File: src/rtl/mmu_fault_seq_pkg.sv
// Shared definitions for the MMU fault sequencer: state encodings,
// default parameter values and the MMR0 bit positions used by the mmu.
package mmu_fault_seq_pkg;

    localparam logic [7:0] VECTOR_DEF      = 8'o250;
    localparam int         ACK_TIMEOUT_DEF = 16;
    localparam int         CNT_W_DEF       = 16;

    // MMR0 bit positions, kept here so mmu and sequencer agree on them
    localparam int MMR0_ABT_NR   = 15;
    localparam int MMR0_ABT_PLEN = 14;
    localparam int MMR0_ABT_RO   = 13;
    localparam int MMR0_TRAP     = 12;

    typedef enum logic [2:0] {
        ST_IDLE   = 3'd0,
        ST_ABORT  = 3'd1,
        ST_TPEND  = 3'd2,
        ST_VECTOR = 3'd3,
        ST_DFAULT = 3'd4
    } fault_state_t;

endpackage

File: src/rtl/mmu_fault_seq_if.sv
// Signals exchanged between the MMU/CPU side (master) and the fault
// sequencer (slave).
interface mmu_fault_seq_if #(
    parameter int CNT_W = 16
);
    logic             access_strobe;
    logic             signal_abort;
    logic             signal_trap;
    logic             cpu_trap;
    logic             instr_done;
    logic             trap_ack;
    logic             bus_inhibit;
    logic             abort_req;
    logic             trap_req;
    logic [7:0]       fault_vector;
    logic             double_fault;
    logic [CNT_W-1:0] fault_count;

    modport master (
        output access_strobe, signal_abort, signal_trap, cpu_trap, instr_done, trap_ack,
        input  bus_inhibit, abort_req, trap_req, fault_vector, double_fault, fault_count
    );

    modport slave (
        input  access_strobe, signal_abort, signal_trap, cpu_trap, instr_done, trap_ack,
        output bus_inhibit, abort_req, trap_req, fault_vector, double_fault, fault_count
    );
endinterface

File: src/rtl/mmu_fault_seq.sv
// MMU fault sequencer: turns strobe-qualified MMU abort/trap into CPU
// abort/trap requests through one vector, detects double faults and
// counts accepted faults.
//
//  state     | meaning
//  ----------+------------------------------------------------------
//  ST_IDLE   | no request; traps may be latched pending
//  ST_ABORT  | abort_req high, waiting for trap_ack
//  ST_TPEND  | trap_req high at instruction boundary, waiting for trap_ack
//  ST_VECTOR | CPU servicing the vector; an abort here is a double fault
//  ST_DFAULT | double fault, sticky until reset
module mmu_fault_seq
    import mmu_fault_seq_pkg::*;
#(
    parameter logic [7:0] VECTOR      = VECTOR_DEF,
    parameter int         ACK_TIMEOUT = ACK_TIMEOUT_DEF,
    parameter int         CNT_W       = CNT_W_DEF
) (
    input logic            clk,
    input logic            local_reset,
    mmu_fault_seq_if.slave bus
);

    localparam int               TMR_W    = $clog2(ACK_TIMEOUT + 1);
    localparam logic [TMR_W-1:0] TMR_LAST = TMR_W'(ACK_TIMEOUT - 1);

    fault_state_t     state, state_nxt;
    logic             trap_pend, pend_nxt;
    logic             cnt_inc;
    logic [TMR_W-1:0] timer;
    logic [CNT_W-1:0] fault_count_q;
    logic             abort_req_q, trap_req_q, double_fault_q;
    logic             abt, trp, timed_out;

    assign abt       = bus.access_strobe & bus.signal_abort;
    assign trp       = bus.access_strobe & bus.signal_trap & ~bus.signal_abort;
    assign timed_out = (timer == TMR_LAST);

    assign bus.bus_inhibit  = abt;
    assign bus.abort_req    = abort_req_q;
    assign bus.trap_req     = trap_req_q;
    assign bus.double_fault = double_fault_q;
    assign bus.fault_vector = VECTOR;
    assign bus.fault_count  = fault_count_q;

    // State, pending-trap and request flops; requests come straight from flops
    always_ff @(posedge clk or posedge local_reset) begin
        if (local_reset) begin
            state          <= ST_IDLE;
            trap_pend      <= 1'b0;
            abort_req_q    <= 1'b0;
            trap_req_q     <= 1'b0;
            double_fault_q <= 1'b0;
        end else begin
            state          <= state_nxt;
            trap_pend      <= pend_nxt;
            abort_req_q    <= (state_nxt == ST_ABORT);
            trap_req_q     <= (state_nxt == ST_TPEND);
            double_fault_q <= (state_nxt == ST_DFAULT);
        end
    end

    // Next state; VECTOR with cpu_trap dropped behaves exactly like IDLE
    always_comb begin
        state_nxt = state;
        pend_nxt  = trap_pend;
        cnt_inc   = 1'b0;
        unique case (state)
            ST_IDLE, ST_VECTOR: begin
                if (state == ST_VECTOR && bus.cpu_trap) begin
                    if (abt) state_nxt = ST_DFAULT;
                end else if (abt) begin
                    state_nxt = ST_ABORT;
                    pend_nxt  = 1'b0;
                    cnt_inc   = 1'b1;
                end else begin
                    if (state == ST_VECTOR) state_nxt = ST_IDLE;
                    if (trp) begin
                        pend_nxt = 1'b1;
                        cnt_inc  = ~trap_pend;
                    end
                    if (bus.instr_done && (trap_pend || trp)) state_nxt = ST_TPEND;
                end
            end
            ST_ABORT: begin
                if (bus.trap_ack)  state_nxt = ST_VECTOR;
                else if (timed_out) state_nxt = ST_DFAULT;
            end
            ST_TPEND: begin
                if (abt) begin
                    state_nxt = ST_ABORT;
                    pend_nxt  = 1'b0;
                    cnt_inc   = 1'b1;
                end else if (bus.trap_ack) begin
                    state_nxt = ST_VECTOR;
                    pend_nxt  = 1'b0;
                end else if (timed_out) begin
                    state_nxt = ST_DFAULT;
                end
            end
            ST_DFAULT: state_nxt = ST_DFAULT;
            default:   state_nxt = ST_IDLE;
        endcase
    end

    // Ack timer: restarts on every state change, runs only while a request is up
    always_ff @(posedge clk or posedge local_reset) begin
        if (local_reset)
            timer <= '0;
        else if (state_nxt != state)
            timer <= '0;
        else if (state == ST_ABORT || state == ST_TPEND)
            timer <= timer + TMR_W'(1);
        else
            timer <= '0;
    end

    // Saturating count of accepted aborts and traps
    always_ff @(posedge clk or posedge local_reset) begin
        if (local_reset)
            fault_count_q <= '0;
        else if (cnt_inc && (fault_count_q != '1))
            fault_count_q <= fault_count_q + CNT_W'(1);
    end

endmodule

File: src/flat_wrapper.sv
// flat-port wrapper written by rule: the top's interface ports become plain ports
module mmu_fault_seq_flat import mmu_fault_seq_pkg::*;
#(
    parameter logic [7:0] VECTOR      = VECTOR_DEF,
    parameter int         ACK_TIMEOUT = ACK_TIMEOUT_DEF,
    parameter int         CNT_W       = CNT_W_DEF
)
  (clk, local_reset, bus_access_strobe, bus_signal_abort, bus_signal_trap, bus_cpu_trap, bus_instr_done, bus_trap_ack, bus_bus_inhibit, bus_abort_req, bus_trap_req, bus_fault_vector, bus_double_fault, bus_fault_count);
  mmu_fault_seq_if #(.CNT_W(CNT_W)) bus_i ();
  input logic clk;
  input logic local_reset;
  input wire logic [$bits(bus_i.access_strobe)-1:0] bus_access_strobe;
  input wire logic [$bits(bus_i.signal_abort)-1:0] bus_signal_abort;
  input wire logic [$bits(bus_i.signal_trap)-1:0] bus_signal_trap;
  input wire logic [$bits(bus_i.cpu_trap)-1:0] bus_cpu_trap;
  input wire logic [$bits(bus_i.instr_done)-1:0] bus_instr_done;
  input wire logic [$bits(bus_i.trap_ack)-1:0] bus_trap_ack;
  output wire logic [$bits(bus_i.bus_inhibit)-1:0] bus_bus_inhibit;
  output wire logic [$bits(bus_i.abort_req)-1:0] bus_abort_req;
  output wire logic [$bits(bus_i.trap_req)-1:0] bus_trap_req;
  output wire logic [$bits(bus_i.fault_vector)-1:0] bus_fault_vector;
  output wire logic [$bits(bus_i.double_fault)-1:0] bus_double_fault;
  output wire logic [$bits(bus_i.fault_count)-1:0] bus_fault_count;
  assign bus_i.access_strobe = bus_access_strobe;
  assign bus_i.signal_abort = bus_signal_abort;
  assign bus_i.signal_trap = bus_signal_trap;
  assign bus_i.cpu_trap = bus_cpu_trap;
  assign bus_i.instr_done = bus_instr_done;
  assign bus_i.trap_ack = bus_trap_ack;
  assign bus_bus_inhibit = bus_i.bus_inhibit;
  assign bus_abort_req = bus_i.abort_req;
  assign bus_trap_req = bus_i.trap_req;
  assign bus_fault_vector = bus_i.fault_vector;
  assign bus_double_fault = bus_i.double_fault;
  assign bus_fault_count = bus_i.fault_count;
  mmu_fault_seq #(.VECTOR(VECTOR), .ACK_TIMEOUT(ACK_TIMEOUT), .CNT_W(CNT_W)) u_core (.clk(clk), .local_reset(local_reset), .bus(bus_i));
endmodule
File: config.mk
export PLATFORM = sky130hd
export DESIGN_NAME = mmu_fault_seq_flat
export DESIGN_NICKNAME = d
export VERILOG_FILES = /design/src/rtl/mmu_fault_seq_pkg.sv /design/src/rtl/mmu_fault_seq_if.sv /design/src/rtl/mmu_fault_seq.sv /design/src/flat_wrapper.sv
export SDC_FILE = /design/constraint.sdc
export NUM_CORES = 1
export LEC_CHECK = 0
export CELL_PAD_IN_SITES_DETAIL_PLACEMENT = 1
export CELL_PAD_IN_SITES_GLOBAL_PLACEMENT = 2
export CORE_AREA = 2 2 78 80
export CTS_BUF_LIST = sky130_fd_sc_hd__clkbuf_4 sky130_fd_sc_hd__clkbuf_8
export DETAILED_ROUTE_END_ITERATION = 16
export DIE_AREA = 0 0 80 82
export HOLD_SLACK_MARGIN = 0.05
export PLACE_DENSITY_LB_ADDON = 0.3
export RECOVER_POWER = 50
export SETUP_SLACK_MARGIN = 0.2
export SLEW_MARGIN = 0
export SYNTH_ARGS = -nofsm -noshare
export SYNTH_HDL_FRONTEND = slang
export SYNTH_SLANG_ARGS = --single-unit
File: constraint.sdc
create_clock -name clk -period 1.7 [get_ports clk]
set_input_delay 0.51 -clock clk [delete_from_list [all_inputs] [get_ports clk]]
set_output_delay 0.51 -clock clk [all_outputs]
set_load 0.01 [all_outputs]
==> flow_metrics.py, run 1 <==
metrics = {
    "outcome": {
        "status": "complete, but fails checks",
        "violations": "setup timing",
    },
    "finish": {
        "nets": 267,
        "diodes": 0,
        "final_cell_mix": "41 x buf_4, 30 x buf_6, 22 x dfrtp_1, 14 x xor2_1, 12 x nand2_1",
        "finalCoreUtilization_pct": 50.46,
        "design_area_um2": 2899,
        "layout-drive-gt1-share_pct": 56.08,
        "areaGrowthSynthToFinish_pct": 85.21,
        "final_common_cell": "buf_4",
    },
    "setup_path": {
        "path_cells": "ha_2, and3_4, ha_4, nor2b_4, buf_4, nand2_1, o22ai_2, a21oi_2, o21ai_1",
        "path_class": "flip-flop to flip-flop",
        "end_kind": "flip-flop",
        "cp.arrival_ns": 1.88,
        "critPathSlowestCell": "dfrtp_1",
        "crit_required_ns": 1.88,
        "reg2reg_from": "u_core.timer[0]$_DFF_PP0_",
        "start_kind": "flip-flop",
        "cp_slowest_stage_delay_ns": 0.40,
        "critPathLaunch": "u_core.timer[0]$_DFF_PP0_",
        "path_max_fanout": 3,
    },
    "detailed_routing": {
        "drt-total-wl_um": 5376,
        "firstDrtPassIters": 4,
        "drcViolationCount": 0,
        "drtAntennaViolNets": 0,
        "drtIter0Drc": 30,
        "vias": 1524,
        "post_drt_via_cell_ratio": 4.618,
        "post_drt_wl_per_cell_um": 16.29,
    },
    "synth": {
        "yosysWarnings": 0,
        "synthDistinctLibCells": 46,
        "synth_cells": 162,
        "synth-seq-cells": 28,
        "yosysSeqAreaShare_pct": 44.76,
        "syn-cell-area_um2": 1565,
        "async_flop_share_pct": 100.0,
        "synth_edf_count": 0,
        "avgSynthCellArea_um2": 9.662,
        "synth_ff_type": "dfrtp_1",
    },
    "sta": {
        "slew_viol_final": 0,
        "setup_viol": 1,
        "setup_ws_ns": -0.001766,
        "slew_headroom_pct": 50.46,
        "finalCriticalPeriod_ns": 1.702,
        "rsz0062_at_grt": "yes",
        "period_share_pct": 100.1,
        "skew_ns": 0.005315,
        "hold_viol_final": 0,
        "worst_slew_pin_slew_ns": 0.7431,
        "fmax_mhz": 587.6,
        "hold_slack_ns": 0.5074,
    },
    "cts": {
        "clockBufferDepth": 2,
        "clk_pin_slew_ns": 0.11,
        "cts.sinks": 28,
        "cts_hold_buffers": 0,
        "cts_inserted_buffers": 3,
        "cts_tree": "yes",
        "h-tree-depth": 1,
        "worstSkewPairLatency_ns": 0.29,
        "clockRootBuffer": "clkbuf_8",
    },
    "global_route": {
        "grt_pass1_wl_um": 8079,
        "antenna_found_initial": 0,
        "grt_max_degree": 29,
        "grt.total_usage_pct": 15.97,
        "grt_pass1_vias": 1677,
        "grt_overflow_total": 0,
    },
    "hold_path": {
        "hold_class": "flip-flop to flip-flop",
        "hold_start": "u_core.trap_pend$_DFFE_PP0P_",
    },
    "die": {
        "initial_utilization_pct": 27.24,
        "die_y_um": 82,
        "core-area_um2": 5746,
        "row_count": 28,
        "io_pins": 36,
        "die_w_um": 80,
        "dieArea_um2": 6560,
    },
    "placement": {
        "dpl.hpwl_um": 3042,
        "place_congestion": 0.8116,
        "placed_area_um2": 2162,
        "portBuffers": 27,
    },
    "run": {
        "drv_cap": 0,
    },
    "power": {
        "p_leak_nw": 1.312,
        "total_power_mw": 3.634,
        "vdd.ir_drop.worst_mv": 0.8714,
        "power_density_nw_per_um2": 1253,
    },
}
[cell type report]
cell class / instances / area, um^2
multi-input combinational: 121 / 1147
fill: 636 / 2846
tap: 75 / 93.84
clock buffer: 3 / 41.29
sequential: 28 / 708.2
inverter: 8 / 30.03
clock inverter: 1 / 30.03
timing repair buffer: 94 / 848.3
[timing repair]
action	CTS	global route
pin swaps	37	21
cloned	1	0
endpoints found under the setup margin	48	41
gates resized for setup	115	45
setup buffers	28	14
[per-layer routing]
metal | part of all wire, % | up-vias | track usage (%)
met4 | 1.4 | 0 | 5.254
met3 | 2.8 | 7 | 2.308
li1 | - | 719 | -
met1 | 42 | 771 | 19.48
met5 | 0 | - | 0
met2 | 54 | 27 | 28.92
[logic make-up (layout without fill, tap and decap cells)]
family / count (synthesis) / count (layout) / share of synthesized area [%]
XOR/XNOR: 17 / 17 / 9.513
buffers and inverters: 20 / 106 / 7.513
multiplexers: 2 / 2 / 1.598
other: 2 / 8 / 0.4798
AO/OA/AOI/OAI: 20 / 20 / 8.155
flip-flops: 28 / 28 / 44.76
adder cells (fa/ha/maj): 3 / 3 / 2.398
AND/OR/NAND/NOR: 70 / 71 / 25.58
[path summary, 6_finish.rpt]
check	end	slack, ns	depth (start not counted)
worst max-delay path	u_core.bus.double_fault$_DFF_PP0_	-0.002	9
worst min-delay path	u_core.trap_pend$_DFFE_PP0P_	0.51	2
worst max register to register	u_core.bus.double_fault$_DFF_PP0_	-0.002	9
worst min register to register	u_core.trap_pend$_DFFE_PP0P_	0.51	2
max in group asynchronous	u_core.state[0]$_DFF_PP0_	0.33	3
min in group asynchronous	u_core.timer[4]$_DFF_PP0_	0.86	3
[stage by stage]
stage / setup TNS (ns) / std cells / setup WS, ns
floorplan: 0 / 168 / 0.07753
detailed placement: -9.541 / 283 / -0.4997
finish: -0.001766 / 330 / -0.001766
global route: -0.7194 / 330 / -0.07272
CTS: -0.2867 / 316 / -0.06862
global placement: -8.305 / 283 / -0.4807
[registers in the layout, indices dropped and copies added (netlist names)]
| signal | cells |
|---|---|
| u_core.bus.trap_req | 1 |
| u_core.bus.abort_req | 1 |
| u_core.bus.double_fault | 1 |
| u_core.timer | 5 |
| u_core.state | 3 |
| u_core.bus.fault_count | 16 |
| u_core.trap_pend | 1 |
[synth_stat cells, types with 2 or more instances]
library cell	count	area (um^2)
nor4_2	3	37.54
buf_4	9	67.56
nand2b_1	3	18.77
nand3_1	3	15.01
nor2_1	16	60.06
nor3_1	8	40.04
o21ai_1	2	10.01
dfrtp_1	28	700.7
nand4_1	4	25.02
inv_1	7	26.28
xor2_1	14	122.6
xnor2_1	3	26.28
o21ai_0	3	15.01
ha_1	3	37.54
a21oi_1	6	30.03
conb_1	2	7.510
nor2b_1	4	25.02
nand2_1	14	52.55
and2_1	3	18.77
[report_power, final]
group | internal [mW] | switching, mW | total, mW
clock | 0.316 | 0.239 | 0.555
sequential | 0.841 | 0.151 | 0.992
combinational | 1.10 | 0.987 | 2.09
[worst max-delay path, delay by kind of cell, from the launching register on]
| family | cells | cell delay (ns) |
|---|---|---|
| flip-flops | 1 | 0.40 |
| AND/OR/NAND/NOR | 3 | 0.38 |
| adder cells (fa/ha/maj) | 2 | 0.36 |
| AO/OA/AOI/OAI | 3 | 0.30 |
| buffers and inverters | 1 | 0.15 |
(Power assumes the default switching activity.)
==> inputs of run 2 (changes only) <==
- REMOVE_ABC_BUFFERS: unset -> 1
==> run 2 against run 1 <==
The flow still finishes with violations (setup timing); first-iteration DRC count increased by 13%; global-route usage rose by 0.14 points; clock power decreased by 26%; wire length up 2.1%; critical path depth unchanged; flip-flop and latch count stayed put; sequential power is 0.5% lower; combinational power up 7%; critical path type unchanged; critical endpoint is now u_core.timer[1]$_DFF_PP0_; largest cell class unchanged; largest power group unchanged.
==> flow_metrics.py, run 2 (synthesis gave the netlist of run 1 again) <==
metrics = {
    "global_route": {
        "grt.total_usage_pct": 16.11,
        "grt_pass1_vias": 1589,
        "grt_max_degree": 29,
        "grt_pass1_wl_um": 8114,
        "antenna_found_initial": 0,
        "grt_overflow_total": 0,
    },
    "finish": {
        "nets": 272,
        "diodes": 0,
        "largest_reg_flops": 16,
        "design_area_um2": 2900,
        "layout-drive-gt1-share_pct": 54.62,
        "areaGrowthSynthToFinish_pct": 85.29,
        "final_cell_mix": "47 x buf_4, 25 x buf_6, 25 x dfrtp_1, 13 x xor2_1, 12 x nand2_1",
        "finalCoreUtilization_pct": 50.48,
        "final_common_cell": "buf_4",
    },
    "detailed_routing": {
        "drt-total-wl_um": 5487,
        "met1Wirelength_um": 2198,
        "firstDrtPassIters": 4,
        "drcViolationCount": 0,
        "drtIter0Drc": 34,
        "wl_met3_um": 96,
        "post_drt_via_cell_ratio": 4.558,
        "vias": 1527,
        "post_drt_wl_per_cell_um": 16.38,
        "dr_wl_met2_um": 3119,
        "top_layer": "met4",
        "drtAntennaViolNets": 0,
    },
    "cts": {
        "cts_tree": "yes",
        "cts_inserted_buffers": 3,
        "clockRootBuffer": "clkbuf_8",
        "cts.sinks": 28,
        "clk_pin_slew_ns": 0.09,
        "clockBufferDepth": 2,
        "worstSkewPairLatency_ns": 0.27,
        "h-tree-depth": 1,
    },
    "setup_path": {
        "path_max_fanout": 5,
        "r2r-end": "u_core.timer[1]$_DFF_PP0_",
        "reg2reg_from": "u_core.timer[1]$_DFF_PP0_",
        "cp.arrival_ns": 1.89,
        "cp_slowest_stage_delay_ns": 0.39,
        "cpLargestDelayFamily": "flip-flops",
        "path_class": "flip-flop to flip-flop",
        "r2r_cells": 9,
        "crit_buf_inv": 1,
        "end_kind": "flip-flop",
        "crit_required_ns": 1.87,
        "start_kind": "flip-flop",
        "crit_top_cell": "a21oi_2",
        "path_cells": "ha_2, and3_4, ha_4, nor2b_4, o221ai_2, a21oi_2, a21oi_2, buf_6, nor2b_1",
        "critPathSlowestCell": "dfrtp_1",
        "r2r_slack_ns": -0.03,
    },
    "sta": {
        "hold_slack_ns": 0.5216,
        "setup_ws_ns": -0.02634,
        "rsz0062_at_grt": "yes",
        "slew_headroom_pct": 50.88,
        "worst_slew_pin_slew_ns": 0.7369,
        "setup_viol": 6,
        "period_share_pct": 101.5,
        "finalCriticalPeriod_ns": 1.726,
        "slew_viol_final": 0,
        "hold_viol_final": 0,
        "fmax_mhz": 579.3,
        "skew_ns": 0.003321,
    },
    "power": {
        "p_sw_share_pct": 37.17,
        "power.internal_mw": 2.286,
        "total_power_mw": 3.639,
        "pwr-share-clk_pct": 11.2,
        "comb_power_share_pct": 61.7,
        "power_density_nw_per_um2": 1255,
        "switchingPower_mw": 1.353,
        "p_leak_nw": 1.332,
        "vdd.ir_drop.worst_mv": 0.6280,
        "p_seq_share_pct": 27.1,
    },
    "placement": {
        "placed_area_um2": 2037,
        "portBuffers": 27,
        "place_congestion": 0.8830,
        "dpl.hpwl_um": 3017,
    },
    "die": {
        "die_y_um": 82,
        "die_w_um": 80,
        "dieArea_um2": 6560,
        "row_count": 28,
        "io_pins": 36,
        "initial_utilization_pct": 27.24,
        "core-area_um2": 5746,
    },
    "hold_path": {
        "hold_class": "flip-flop to flip-flop",
        "hold_start": "u_core.trap_pend$_DFFE_PP0P_",
        "hold_end": "u_core.trap_pend$_DFFE_PP0P_",
        "hold_path_depth": 2,
    },
    "outcome": {
        "status": "complete, but fails checks",
        "violations": "setup timing",
    },
    "run": {
        "drv_cap": 0,
    },
}
[run 2: cell types whose count changed in the layout (fill, tap and decap cells not counted), sizes merged]
cell and delta:
clkbuf +2, bufinv -1, dlygate4sd2 +3, buf -3
clkdlybuf4s15 +4
[run 2: worst max path at each step]
stage	startpoint	slack (ns)	cells past startpoint	end
final	u_core.timer[1]$_DFF_PP0_	-0.03	9	u_core.timer[1]$_DFF_PP0_
after global routing	u_core.timer[0]$_DFF_PP0_	-0.13	9	u_core.timer[1]$_DFF_PP0_
after CTS	u_core.timer[0]$_DFF_PP0_	-0.07	9	u_core.bus.abort_req$_DFF_PP0_
after detailed placement	bus_access_strobe	-0.54	4	bus_bus_inhibit
after global placement	bus_access_strobe	-0.53	4	bus_bus_inhibit
after floorplan	u_core.timer[0]$_DFF_PP0_	-0.11	8	u_core.timer[2]$_DFF_PP0_
[run 2: area by class of cell]
class                   instances  area (um^2)
fillers                       640         2845
well taps                      75        93.84
repair buffers                 99        885.9
inverters                       8        30.03
clock buffers                   4        55.05
multi-input cells             121         1131
flip-flops and latches         28        704.4
[run 2: worst reg2reg max path, cell delays in order (launching register included)]
cell,delay [ns]
dfrtp_1,0.39
ha_2,0.19
and3_4,0.18
ha_4,0.16
nor2b_4,0.13
o221ai_2,0.18
a21oi_2,0.07
a21oi_2,0.14
buf_6,0.14
nor2b_1,0.04
[run 2: layer usage]
layer  vias to the layer above  GRT usage (%)
li1                        732              -
met1                       768          19.06
met2                        21          32.00
met3                         6          1.319
met4                         0          2.542
met5                         -              0
[run 2: power groups by stage]
stage,Sequential (mW),Clock (mW),Combinational [mW]
after floorplan,1.07,0,0.542
after CTS,0.980,0.423,1.81
after global routing,1.00,0.454,2.41
after detailed placement,1.01,0,1.17
final,0.987,0.408,2.24
after global placement,1.00,0,1.14
[run 2: through the flow]
step / setup slack [ns] / TNS [ns] / std cells
floorplan: -0.1094 / -0.6074 / 156
detailed placement: -0.5401 / -11.00 / 281
CTS: -0.06911 / -0.3486 / 314
global route: -0.1269 / -1.007 / 335
global placement: -0.5258 / -10.43 / 281
finish: -0.02634 / -0.1155 / 335
[run 2: timing repair]
action,in CTS,in global routing
buffers inserted,28,21
endpoints found under the hold margin,0,0
pin swaps,34,34
endpoints found under the setup margin,48,41
gates resized for setup,120,37
hold buffers,0,0
gates cloned,1,0
